[src/rtl/uart_tx_arbiter.sv]
// uart_tx_arbiter: round-robin arbiter that lets NUM_REQ requesters share a
// single UART transmitter. One byte is granted at a time. The block raises
// tx_en_o to start the frame, waits for the transmitter to go busy (with a
// timeout), then waits for the frame to complete.
//
// Ports
//   clk_i        clock; all state changes on its rising edge
//   arst_i       asynchronous reset, active low
//   req_valid_i  per-requester "byte pending" flags
//   req_data_i   per-requester bytes, requester k at [k*DATA_AMOUNT +: DATA_AMOUNT]
//   req_ack_o    one-hot, one-cycle acceptance pulse
//   tx_en_o      start request to the transmitter
//   tx_data_o    byte presented to the transmitter
//   tx_ready_i   transmitter idle (1) / frame in progress (0)
//   grant_id_o   index of the requester being served
//   busy_o       high whenever the FSM is not idle
//   done_o       one-cycle pulse when the served frame completes
//   err_o        one-cycle pulse when the transmitter never went busy
module uart_tx_arbiter #(
  parameter int unsigned NUM_REQ       = 4,
  parameter int unsigned DATA_AMOUNT   = 8,
  parameter int unsigned START_TIMEOUT = 16
) (
  input  logic                             clk_i,
  input  logic                             arst_i,
  input  logic [NUM_REQ-1:0]               req_valid_i,
  input  logic [NUM_REQ*DATA_AMOUNT-1:0]   req_data_i,
  output logic [NUM_REQ-1:0]               req_ack_o,
  output logic                             tx_en_o,
  output logic [DATA_AMOUNT-1:0]           tx_data_o,
  input  logic                             tx_ready_i,
  output logic [$clog2(NUM_REQ)-1:0]       grant_id_o,
  output logic                             busy_o,
  output logic                             done_o,
  output logic                             err_o
);

  localparam int unsigned ID_W  = $clog2(NUM_REQ);
  localparam int unsigned CNT_W = $clog2(START_TIMEOUT + 1);

  typedef enum logic [1:0] {
    ST_IDLE,
    ST_START,
    ST_WAIT_BUSY,
    ST_WAIT_DONE
  } state_e;

  state_e                 state_q, state_d;
  logic [NUM_REQ-1:0]     ack_q, ack_d;
  logic                   tx_en_q, tx_en_d;
  logic [DATA_AMOUNT-1:0] data_q, data_d;
  logic [ID_W-1:0]        grant_q, grant_d;
  logic [ID_W-1:0]        last_q, last_d;
  logic [CNT_W-1:0]       cnt_q, cnt_d;
  logic                   busy_q, busy_d;
  logic                   done_q, done_d;
  logic                   err_q, err_d;

  // Round-robin search, starting one past the last grant and wrapping.
  // cand_c has one extra bit so last+i never overflows before the wrap.
  logic            win_found_c;
  logic [ID_W-1:0] win_idx_c;
  logic [ID_W:0]   cand_c;

  always_comb begin
    win_found_c = 1'b0;
    win_idx_c   = '0;
    cand_c      = '0;
    for (int unsigned i = 1; i <= NUM_REQ; i++) begin
      cand_c = {1'b0, last_q} + (ID_W+1)'(i);
      if (cand_c >= (ID_W+1)'(NUM_REQ)) begin
        cand_c = cand_c - (ID_W+1)'(NUM_REQ);
      end
      if (!win_found_c && req_valid_i[cand_c[ID_W-1:0]]) begin
        win_found_c = 1'b1;
        win_idx_c   = cand_c[ID_W-1:0];
      end
    end
  end

  // Next-state and registered-output logic.
  always_comb begin
    state_d = state_q;
    ack_d   = '0;
    tx_en_d = tx_en_q;
    data_d  = data_q;
    grant_d = grant_q;
    last_d  = last_q;
    cnt_d   = cnt_q;
    done_d  = 1'b0;
    err_d   = 1'b0;

    case (state_q)
      ST_IDLE: begin
        tx_en_d = 1'b0;
        cnt_d   = '0;
        if (tx_ready_i && win_found_c) begin
          data_d           = req_data_i[win_idx_c*DATA_AMOUNT +: DATA_AMOUNT];
          grant_d          = win_idx_c;
          last_d           = win_idx_c;
          ack_d[win_idx_c] = 1'b1;
          tx_en_d          = 1'b1;
          state_d          = ST_START;
        end
      end

      ST_START: begin
        tx_en_d = 1'b1;
        state_d = ST_WAIT_BUSY;
      end

      // tx_en is held until the transmitter reacts; START plus
      // START_TIMEOUT cycles here give START_TIMEOUT+1 cycles of tx_en.
      ST_WAIT_BUSY: begin
        tx_en_d = 1'b1;
        cnt_d   = cnt_q + CNT_W'(1);
        if (!tx_ready_i) begin
          tx_en_d = 1'b0;
          cnt_d   = '0;
          state_d = ST_WAIT_DONE;
        end else if (cnt_q == CNT_W'(START_TIMEOUT - 1)) begin
          err_d   = 1'b1;
          tx_en_d = 1'b0;
          cnt_d   = '0;
          state_d = ST_IDLE;
        end
      end

      ST_WAIT_DONE: begin
        tx_en_d = 1'b0;
        if (tx_ready_i) begin
          done_d  = 1'b1;
          state_d = ST_IDLE;
        end
      end

      default: begin
        tx_en_d = 1'b0;
        state_d = ST_IDLE;
      end
    endcase

    busy_d = (state_d != ST_IDLE);
  end

  // State and output registers; reset gives requester 0 first priority.
  always_ff @(posedge clk_i or negedge arst_i) begin
    if (!arst_i) begin
      state_q <= ST_IDLE;
      ack_q   <= '0;
      tx_en_q <= 1'b0;
      data_q  <= '0;
      grant_q <= '0;
      last_q  <= ID_W'(NUM_REQ - 1);
      cnt_q   <= '0;
      busy_q  <= 1'b0;
      done_q  <= 1'b0;
      err_q   <= 1'b0;
    end else begin
      state_q <= state_d;
      ack_q   <= ack_d;
      tx_en_q <= tx_en_d;
      data_q  <= data_d;
      grant_q <= grant_d;
      last_q  <= last_d;
      cnt_q   <= cnt_d;
      busy_q  <= busy_d;
      done_q  <= done_d;
      err_q   <= err_d;
    end
  end

  assign req_ack_o  = ack_q;
  assign tx_en_o    = tx_en_q;
  assign tx_data_o  = data_q;
  assign grant_id_o = grant_q;
  assign busy_o     = busy_q;
  assign done_o     = done_q;
  assign err_o      = err_q;

endmodule

[config.mk]
export PLATFORM = sky130hd
export DESIGN_NAME = uart_tx_arbiter
export DESIGN_NICKNAME = d
export VERILOG_FILES = /design/src/rtl/uart_tx_arbiter.sv
export SDC_FILE = /design/constraint.sdc
export NUM_CORES = 1
export LEC_CHECK = 0
export ABC_CLOCK_PERIOD_IN_PS = 2100
export BUFFER_PORTS_ARGS = -buffer_cell sky130_fd_sc_hd__buf_2
export CAP_MARGIN = 20
export CORE_AREA = 2 2 58 60
export CTS_BUF_LIST = sky130_fd_sc_hd__clkbuf_8 sky130_fd_sc_hd__clkbuf_16
export DETAILED_ROUTE_END_ITERATION = 16
export DIE_AREA = 0 0 60 62
export GPL_ROUTABILITY_DRIVEN = 0
export GPL_TIMING_DRIVEN = 1
export PLACE_DENSITY = 0.75
export SYNTH_ARGS = -nofsm -noshare
export SYNTH_HDL_FRONTEND = slang
export SYNTH_SLANG_ARGS = --single-unit
export TNS_END_PERCENT = 100
[constraint.sdc]
create_clock -name clk_i -period 2.1 [get_ports clk_i]
set_input_delay 0.42 -clock clk_i [delete_from_list [all_inputs] [get_ports clk_i]]
set_output_delay 0.42 -clock clk_i [all_outputs]
set_load 0.02 [all_outputs]
==> impl_results.rst <==
.. list-table::
   :header-rows: 1

   * - Metric
     - Value
   * - Result of the run
     - finished clean
   * - Buffers inserted by post-CTS timing repair
     - 0
   * - Diodes inserted
     - 0
   * - Cell area after synthesis
     - 1371 µm²
   * - Reg-to-reg critical path endpoint
     - tx_data_o[3]
   * - Number of search-and-repair iterations in the first detailed-routing pass
     - 4
   * - Maximum level of the CTS H-tree
     - 1
   * - Crit start category
     - flip-flop
   * - I/O Pins
     - 57
   * - Post-synthesis cell type with the largest combined area
     - sky130_fd_sc_hd__dfrtp_1
   * - Die outline width
     - 60 µm
   * - Slack of the worst reg-to-reg path
     - 0.26 ns
   * - Maximum clock skew at final layout
     - 0.002276 ns
   * - Commonest cells in the synthesized netlist
     - sky130_fd_sc_hd__dfrtp_1 (25), sky130_fd_sc_hd__nor2_1 (18), sky130_fd_sc_hd__mux2i_1 (17)
   * - Most common cell in the synthesized netlist
     - sky130_fd_sc_hd__dfrtp_1
   * - Resized cells post-CTS
     - 0
   * - First-iteration detailed-routing DRC count
     - 46
   * - Sum of net half-perimeters after detailed placement
     - 2413 µm
   * - Worst path required time
     - 2.22 ns
   * - Slowest cell on the critical path
     - sky130_fd_sc_hd__dfstp_2
   * - DRC viols
     - 0
   * - Gr usage total
     - 17.08%
   * - Cell type group with the largest total delay on the critical path
     - flip-flops
   * - Clk sink count
     - 27
   * - Worst hold margin
     - 0.1426 ns
   * - Final-report hold violation count
     - 0
   * - Power density cells
     - 1243 nW/µm²
   * - Die H
     - 62 µm
   * - Min cycle time layout
     - 1.839 ns
   * - Via Count
     - 1184
   * - Gate count of the mapped netlist
     - 128
   * - Die area
     - 3720 µm²
   * - Count of distinct cell types in the synthesized netlist
     - 32
   * - Mean routed wirelength per cell
     - 13.27 µm
   * - Post-detailed-route via-to-cell ratio
     - 5.103
   * - Final WL
     - 3078 µm
   * - Aggregate global routing overflow
     - 0
   * - First-pass GRT wire length
     - 4857 µm
   * - FF+latch count, synth
     - 27
   * - Clock Pin Slew Worst Setup and Hold Paths
     - 0.09 ns
   * - PortBufs
     - 56
   * - Layout overhead on the synthesized area
     - 29.20%
   * - Post-Layout Cell Count
     - 232
   * - Sequential share of the synthesized area
     - 49.45%
   * - Clock buffer depth
     - 2
   * - Worst-skew pair later-pin latency
     - 0.26 ns
   * - # rows
     - 21
   * - Max transition margin
     - 59.59%
   * - Logic depth of the worst register-to-register path
     - 4
   * - Number of CTS-inserted buffers
     - 3
   * - Layout cell share with drive strength beyond 1
     - 42.47%
   * - Effective utilization at floorplan
     - 43.13%
   * - Arrival time reported for the critical path endpoint
     - 1.96 ns
   * - CP Buf/Inv Count
     - 0
   * - Cell types occupying the most area after synthesis
     - sky130_fd_sc_hd__dfrtp_1 (46%), sky130_fd_sc_hd__mux2i_1 (12%), sky130_fd_sc_hd__a221oi_2 (8.8%)
   * - Maximum fanout encountered on the critical timing path
     - 10
   * - Count of placed standard cells including taps
     - 228
   * - Total power
     - 2.203 mW
   * - Core footprint
     - 3179 µm²
   * - Final nets
     - 227
   * - Count of maximum capacitance violations
     - 0
   * - WS Path Type
     - flip-flop to flip-flop
   * - Mapped Nets
     - 168
   * - Tcrit/Tclk final
     - 87.57%
   * - CTS Root Cell
     - sky130_fd_sc_hd__clkbuf_8
   * - Yosys warns
     - 0
   * - Maximum number of pins on one net before global-route repair
     - 28
   * - Mean area per synthesized cell
     - 10.71 µm²
   * - Antenna violations before repair
     - 0
   * - Final-report max-slew violation count
     - 0
   * - Pleak
     - 0.9018 nW
   * - Ys flop type
     - sky130_fd_sc_hd__dfrtp_1
   * - Clock tree from TritonCTS
     - built
   * - Number of flops mapped to enable cells by yosys
     - 0
   * - Setup-failing EPs final
     - 0
   * - Synth top area share
     - 45.62%
   * - Accumulated negative setup slack
     - 0 ns
   * - Worst setup EP type
     - flip-flop
   * - Via count of the first global-routing pass
     - 1164
   * - Unrepaired setup endpoints after global routing
     - false
   * - Share of async-settable or async-resettable flops after synthesis
     - 100.0%
   * - Maximum cell stage delay along the critical path
     - 0.61 ns
   * - Worst r2r src
     - last_q[1]
   * - Cells traversed along the worst timing path
     - mux2i_1 > o221ai_2 > nor2_2 > a221oi_2
   * - Fmax
     - 543.8 MHz
   * - Worst-Margin Slew
     - 0.6055 ns
   * - Peak VDD IR
     - 544.5 µV
   * - Post-detailed-route count of antenna-violating nets
     - 0
   * - Hold crit path type
     - primary input to asynchronous set/reset pin
   * - Number of buffers inserted for hold repair after clock tree synthesis
     - 0
-- cell type report --
| cell class | instances | area [µm²] |
|---|---|---|
| Clock buffer | 3 | 41.29 |
| Clock inverter | 1 | 5.005 |
| Tap cell | 46 | 57.56 |
| Multi-Input combinational cell | 94 | 666.9 |
| Sequential cell | 27 | 678.2 |
| Inverter | 2 | 7.507 |
| Timing Repair Buffer | 59 | 315.3 |
| Fill cell | 286 | 1408 |
-- routing by layer --
layer / GRT usage [%] / share of wire (%) / vias to the layer above / wire, µm
met4: 3.175 / 0.62 / 0 / 19
met3: 3.727 / 7.3 / 2 / 225
li1: - / - / 576 / -
met1: 19.87 / 42 / 559 / 1287
met5: 0 / 0 / - / 0
met2: 32.45 / 50 / 47 / 1545
-- worst reg2reg max path: stages, from the launching register on --
cell	delay (ns)
sky130_fd_sc_hd__dfstp_2	0.61
sky130_fd_sc_hd__mux2i_1	0.24
sky130_fd_sc_hd__o221ai_2	0.18
sky130_fd_sc_hd__nor2_2	0.51
sky130_fd_sc_hd__a221oi_2	0.15
-- layout by cell type, fill, tap and decap left out, drive strengths merged, types with 2 or more instances in the layout --
cell type   n
a221oi      8
buf        59
clkbuf      3
a21oi       2
nor2       19
inv         2
mux2i      17
dfrtp      25
nand3       4
o21ai       9
nor2b       3
and3        4
nand2      15
dfstp       2
-- sequential cells by signal, summed over array words and instances, names as in the netlist --
| register | count |
|---|---|
| grant_id_o | 2 |
| done_o | 1 |
| tx_en_o | 1 |
| busy_o | 1 |
| state_q | 2 |
| last_q | 2 |
| req_ack_o | 4 |
| err_o | 1 |
| cnt_q | 5 |
| tx_data_o | 8 |
-- metrics by stage --
step	worst slack (ns)	cell area (µm²)	utilization [%]
4_1_cts	0.2269	1772	55.73
3_3_place_gp	0.2843	1725	54.27
6_report	0.2609	1772	55.73
5_1_grt	0.09568	1772	55.73
2_1_floorplan	0.4153	1371	-
3_5_place_dp	0.1977	1725	54.27
-- logic make-up after synthesis --
| kind of cell | synth area share (%) |
|---|---|
| AOI/OAI and AO/OA | 16.06 |
| adders and majority gates | 0.9123 |
| buffers and inverters | 2.829 |
| DFF | 49.45 |
| muxes | 12.41 |
| and+or+nand+nor | 18.34 |
-- power by group --
| group | switching [mW] | internal, mW | leakage [nW] |
|---|---|---|---|
| clock network | 0.156 | 0.133 | 0.0255 |
| logic | 0.621 | 0.452 | 0.546 |
| registers | 0.128 | 0.713 | 0.331 |
-- how the worst max path moves through the flow --
stage,start,end,depth (start not counted)
2_1_floorplan,req_valid_i[3],tx_data_o[0],5
3_3_place_gp,req_valid_i[3],tx_data_o[4],5
3_5_place_dp,req_valid_i[3],tx_data_o[3],5
4_1_cts,last_q[1],tx_data_o[3],4
5_1_grt,last_q[1],tx_data_o[3],5
6_report,last_q[1],tx_data_o[3],4
Note: power is estimated with default switching activity, not from simulation.
